File: config.mk
export PLATFORM = sky130hd
export DESIGN_NAME = uart_rx
export DESIGN_NICKNAME = d
export VERILOG_FILES = /design/src/rtl/uart_pkg.sv /design/src/rtl/uart_sync.sv /design/src/rtl/uart_rx.sv
export SDC_FILE = /design/constraint.sdc
export NUM_CORES = 1
export LEC_CHECK = 0
export ABC_AREA = 1
export CORE_ASPECT_RATIO = 1.1
export CORE_MARGIN = 1
export CORE_UTILIZATION = 46
export CTS_BUF_LIST = sky130_fd_sc_hd__clkbuf_8
export CTS_CLUSTER_DIAMETER = 60
export DETAILED_ROUTE_END_ITERATION = 10
export GPL_ROUTABILITY_DRIVEN = 0
export PLACE_DENSITY = 0.76
export SYNTH_ARGS = -nofsm -noshare
export SYNTH_HDL_FRONTEND = slang
export SYNTH_SLANG_ARGS = --single-unit
File: constraint.sdc
create_clock -name clk -period 2.5 [get_ports clk]
set_clock_uncertainty 0.2 [all_clocks]
set_input_delay 0.5 -clock clk [delete_from_list [all_inputs] [get_ports clk]]
set_output_delay 0.5 -clock clk [all_outputs]
set_load 0.05 [all_outputs]
File: src/rtl/uart_pkg.sv
// Shared UART definitions: receiver/transmitter state encoding, data width,
// and the clocks-per-bit divisor helper.
`timescale 1ns/1ps
package uart_pkg;

  localparam int UART_DATA_W = 8;

  typedef enum logic [2:0] {
    UART_IDLE  = 3'd0,
    UART_START = 3'd1,
    UART_DATA  = 3'd2,
    UART_STOP  = 3'd3,
    UART_BREAK = 3'd4
  } uart_state_e;

  // Integer divide: rounding error is bounded to under one clock per bit.
  function automatic int clks_per_bit(input int clk_hz, input int baud);
    return clk_hz / baud;
  endfunction

endpackage

File: src/rtl/uart_sync.sv
// Multi-bit 2-flop synchronizer for asynchronous inputs.
// Each bit is synchronized independently; RST_VAL sets the value both flops
// take during reset (idle-high lines use all ones).
`timescale 1ns/1ps
module uart_sync #(
  parameter int           W       = 1,
  parameter logic [W-1:0] RST_VAL = '1
) (
  input  logic         clk,
  input  logic         nRst,
  input  logic [W-1:0] d,
  output logic [W-1:0] q
);

  logic [W-1:0] meta_reg;
  logic [W-1:0] sync_reg;

  for (genvar gi = 0; gi < W; gi++) begin : g_bit
    // Two back-to-back flops per bit to resolve metastability.
    always_ff @(posedge clk or negedge nRst) begin
      if (!nRst) begin
        meta_reg[gi] <= RST_VAL[gi];
        sync_reg[gi] <= RST_VAL[gi];
      end else begin
        meta_reg[gi] <= d[gi];
        sync_reg[gi] <= meta_reg[gi];
      end
    end
  end

  assign q = sync_reg;

endmodule

File: src/rtl/uart_rx.sv
// 8N1 UART receiver. Recovers bytes from the asynchronous rx pin and emits a
// one-cycle valid strobe with data, or a one-cycle frame_err strobe when the
// stop bit is low. A held-low line after a framing error parks in BREAK until
// the line goes high again.
// Optional build macro: UART_RX_MAJORITY_EN -- each sample becomes the 2-of-3
// majority of the synchronized line at sample point -2, -1 and 0 cycles.
`timescale 1ns/1ps
module uart_rx
  import uart_pkg::*;
#(
  parameter int CLK_HZ       = 50_000_000,
  parameter int BAUD         = 115200,
  parameter int CLKS_PER_BIT = clks_per_bit(CLK_HZ, BAUD)
) (
  input  logic                   clk,
  input  logic                   nRst,
  input  logic                   rx,
  output logic [UART_DATA_W-1:0] data,
  output logic                   valid,
  output logic                   frame_err,
  output logic                   busy
);

  localparam int CNT_W = $clog2(CLKS_PER_BIT);
  // Start-bit centre is half a bit after T0; later centres are a full bit apart.
  localparam logic [CNT_W-1:0] HALF_M1 = CNT_W'(CLKS_PER_BIT / 2 - 1);
  localparam logic [CNT_W-1:0] FULL_M1 = CNT_W'(CLKS_PER_BIT - 1);

  localparam logic [2:0] IDLE  = UART_IDLE;
  localparam logic [2:0] START = UART_START;
  localparam logic [2:0] DATA  = UART_DATA;
  localparam logic [2:0] STOP  = UART_STOP;
  localparam logic [2:0] BREAK = UART_BREAK;

  logic                   rx_s;
  logic                   samp;
  logic [2:0]             state_reg;
  logic [CNT_W-1:0]       cnt_reg;
  logic [2:0]             bit_idx_reg;
  logic [UART_DATA_W-1:0] shift_reg;
  logic [UART_DATA_W-1:0] data_reg;
  logic                   valid_reg;
  logic                   frame_err_reg;

  uart_sync #(
    .W       (1),
    .RST_VAL (1'b1)
  ) u_sync (
    .clk  (clk),
    .nRst (nRst),
    .d    (rx),
    .q    (rx_s)
  );

`ifdef UART_RX_MAJORITY_EN
  // hist_reg[0] is rx_s one cycle back, hist_reg[1] two cycles back.
  logic [1:0] hist_reg;

  // Short line history feeding the 2-of-3 vote.
  always_ff @(posedge clk or negedge nRst) begin
    if (!nRst) hist_reg <= 2'b11;
    else       hist_reg <= {hist_reg[0], rx_s};
  end

  assign samp = (rx_s & hist_reg[0]) | (rx_s & hist_reg[1]) | (hist_reg[0] & hist_reg[1]);
`else
  assign samp = rx_s;
`endif

  // Frame FSM: bit timing, shift-in, output strobes and the data register.
  always_ff @(posedge clk or negedge nRst) begin
    if (!nRst) begin
      state_reg     <= IDLE;
      cnt_reg       <= '0;
      bit_idx_reg   <= '0;
      shift_reg     <= '0;
      data_reg      <= '0;
      valid_reg     <= 1'b0;
      frame_err_reg <= 1'b0;
    end else begin
      valid_reg     <= 1'b0;
      frame_err_reg <= 1'b0;
      case (state_reg)
        IDLE: begin
          if (!rx_s) begin
            state_reg <= START;
            cnt_reg   <= '0;
          end
        end
        START: begin
          if (cnt_reg == HALF_M1) begin
            cnt_reg <= '0;
            if (!samp) begin
              state_reg   <= DATA;
              bit_idx_reg <= '0;
            end else begin
              state_reg <= IDLE;   // glitch shorter than half a bit
            end
          end else begin
            cnt_reg <= cnt_reg + CNT_W'(1);
          end
        end
        DATA: begin
          if (cnt_reg == FULL_M1) begin
            cnt_reg   <= '0;
            shift_reg <= {samp, shift_reg[UART_DATA_W-1:1]};
            if (bit_idx_reg == 3'd7) state_reg <= STOP;
            else                     bit_idx_reg <= bit_idx_reg + 3'd1;
          end else begin
            cnt_reg <= cnt_reg + CNT_W'(1);
          end
        end
        STOP: begin
          // Leaving at mid-stop-bit lets a zero-gap next start bit be caught.
          if (cnt_reg == FULL_M1) begin
            cnt_reg <= '0;
            if (samp) begin
              data_reg  <= shift_reg;
              valid_reg <= 1'b1;
              state_reg <= IDLE;
            end else begin
              frame_err_reg <= 1'b1;
              state_reg     <= BREAK;
            end
          end else begin
            cnt_reg <= cnt_reg + CNT_W'(1);
          end
        end
        BREAK: begin
          if (rx_s) state_reg <= IDLE;
        end
        default: state_reg <= IDLE;
      endcase
    end
  end

  assign data      = data_reg;
  assign valid     = valid_reg;
  assign frame_err = frame_err_reg;
  assign busy      = (state_reg != IDLE);

endmodule
==> flow_summary.toml <==
[floorplanning]
fp-row-count = 23
fp.coreArea_um2 = 3741
die_w_um = 62.42
dieArea_um2 = 4273
ios = 14
start_util_pct = 49.36
dieHeight_um = 68.46

[yosys]
syn-cell-area_um2 = 1847
yosysTopAreaCellShare_pct = 44.72
synth.area.top_cells = "dfrtp_1 45%, nand2_1 13%, inv_1 4.9%, o21ai_2 4.3%, nand3_1 3.5%"
ys_async_sr_fraction_pct = 100.0
synthesis.nets = 223
synth_edf_count = 0
ys_seq_area_share_pct = 47.56
yosysTopAreaCell = "dfrtp_1"
ys_types = 28
synth_cells = 215
ys_warn_count = 0
postSynthAreaPerCell_um2 = 8.590
synth-seq-cells = 35
ys.flop_type = "dfrtp_1"

[final_layout]
design_area_um2 = 2111
n_antenna_cell = 0
drive_above_1_share_pct = 18.45
area_growth_pct = 14.30
fin_nets = 240
stdcell_count = 283
multi_input_area_um2 = 823.3
ff_latch_area_um2 = 878.3
final_common_cell = "nand2_1"
largest_reg_flops = 9
final_cell_mix = "64 x nand2_1, 33 x dfrtp_1, 24 x inv_1, 14 x nor2_1, 13 x nand3_1"
fill_cells = 330

[timing]
worst-slew-pin-transition_ns = 0.7593
setup_viol = 0
fin_crit_ns = 2.162
slew_headroom_pct = 49.38
finalHoldViolations = 0
final-max-slew-violation-count = 0
max_freq_ghz = 0.4626
setup-tns-final_ns = 0
finalCritPeriodShare_pct = 86.47
rsz0062_at_grt = "false"
hold-worst-slack_ns = 0.07736

[placed_design]
place_hpwl_um = 2223
place_inst = 275
placed_cell_area_um2 = 1998
io_buffers = 13

[global_routing]
grt_pass1_wl_um = 5685
antenna_found_initial = 0
grt_max_degree = 36
grt.total_usage_pct = 17.51
grt_pass1_vias = 1318
grt_overflow = 0

[pwr]
leakage_nw = 0.9875
p_per_area_nw_per_um2 = 516.7
comb_power_share_pct = 1.6
intPower_mw = 0.8693
vdd_drop_max_v = 0.0004567
p_sw_mw = 0.2215
pwr-share-seq_pct = 52.4
p_clk_share_pct = 46.1
switching_share_pct = 20.31

[clock_network]
clk_latency_ns = 0.28
cts_sinks = 35
cts-root-buf = "clkbuf_8"
post_cts_buffers = 0
cts_buffers = 5
cts_resized = 0
hold_buffers = 0
clockBufferDepth = 2
cts-htree-levels = 2
tritoncts = "yes"
cts.reportedPaths.clkPinSlew_ns = 0.07

[route]
wl_per_cell_um = 11.00
via_count = 1367
wl_um = 3112
drcViolationCount = 0
vias_per_cell = 4.830
drtPass1Iterations = 4
ant_nets = 0
drt_iter0_markers = 99

[setup_path]
crit_type = "register to output pin"
arrival_ns = 1.46
crit_path_end_kind = "output pin"
r2r-start = "cnt_reg[1]"
cp_cell_sequence = "clkdlybuf4s50_1"
slowest_delay_ns = 0.81
crit_slowest_cell = "clkdlybuf4s50_1"
critical_path_required_ns = 1.80
critPathTopFamily = "buffers and inverters"
path_max_fanout = 2
cp-start-kind = "register"
critPathBufInv = 1
crit_start = "data[0]"

[status]
status = "finished clean"

[job]
maxCapViolations = 0

[min_path]
hold_class = "input port to asynchronous set/reset pin"
-- path summary, 6_finish.rpt --
check                                 endpoint  slack (ns)  cells past startpoint
worst min-delay path              state_reg[0]        0.08                      1
max in group asynchronous       bit_idx_reg[1]        1.54                      1
worst max register to register         data[3]        0.71                      9
worst min register to register        u_sync.q        0.16                      0
min in group clk                      u_sync.q        0.16                      0
worst max-delay path                   data[0]        0.34                      1
-- power by group through the flow --
stage,Sequential (mW),Combinational (mW),Clock (mW)
global route,0.571,0.0209,0.537
detailed placement,0.582,0.0185,0
global placement,0.582,0.0183,0
finish,0.571,0.0172,0.503
CTS,0.571,0.0184,0.514
floorplan,0.582,0.00410,0
-- Yosys cell counts (all sizes together) (2+ instances only) --
cell   number
nand2      73
dfrtp      33
buf         3
nand3      17
nand4       2
o21ai      23
xor2        4
nor2       17
nor3        2
ha          5
dfstp       2
inv        29
-- cells by family after synthesis --
kind of cell | after synthesis | share of synthesized area [%]
XOR/XNOR | 5 | 2.371
buffers and inverters | 32 | 7.859
flip-flops | 35 | 47.56
adder cells (fa/ha/maj) | 5 | 3.388
AO/OA/AOI/OAI | 26 | 9.214
AND/OR/NAND/NOR | 112 | 29.61
-- final cells by class --
cell class / instances / share of cell area, %
sequential: 35 / 41.61
multi-input combinational: 148 / 39.00
timing repair buffer: 13 / 5.809
inverter: 29 / 5.276
clock buffer: 5 / 3.260
tap: 50 / 2.964
clock inverter: 3 / 2.075
-- stage by stage --
stage	power [mW]	utilization [%]	setup WS [ns]
2_1_floorplan	0.5857	-	0.7384
3_3_place_gp	0.6002	53.41	0.6541
3_5_place_dp	0.6004	53.41	0.6469
4_1_cts	1.103	56.42	0.3247
5_1_grt	1.129	56.42	0.2877
6_report	1.091	56.42	0.3383
-- routing by layer --
metal,vias up,GRT usage (%),wire length (µm)
met4,0,6.977,45
met1,627,21.65,1445
met5,-,0,0
met3,6,5.167,158
li1,709,-,-
met2,25,29.08,1463
Note: power is estimated with default switching activity, not from simulation.
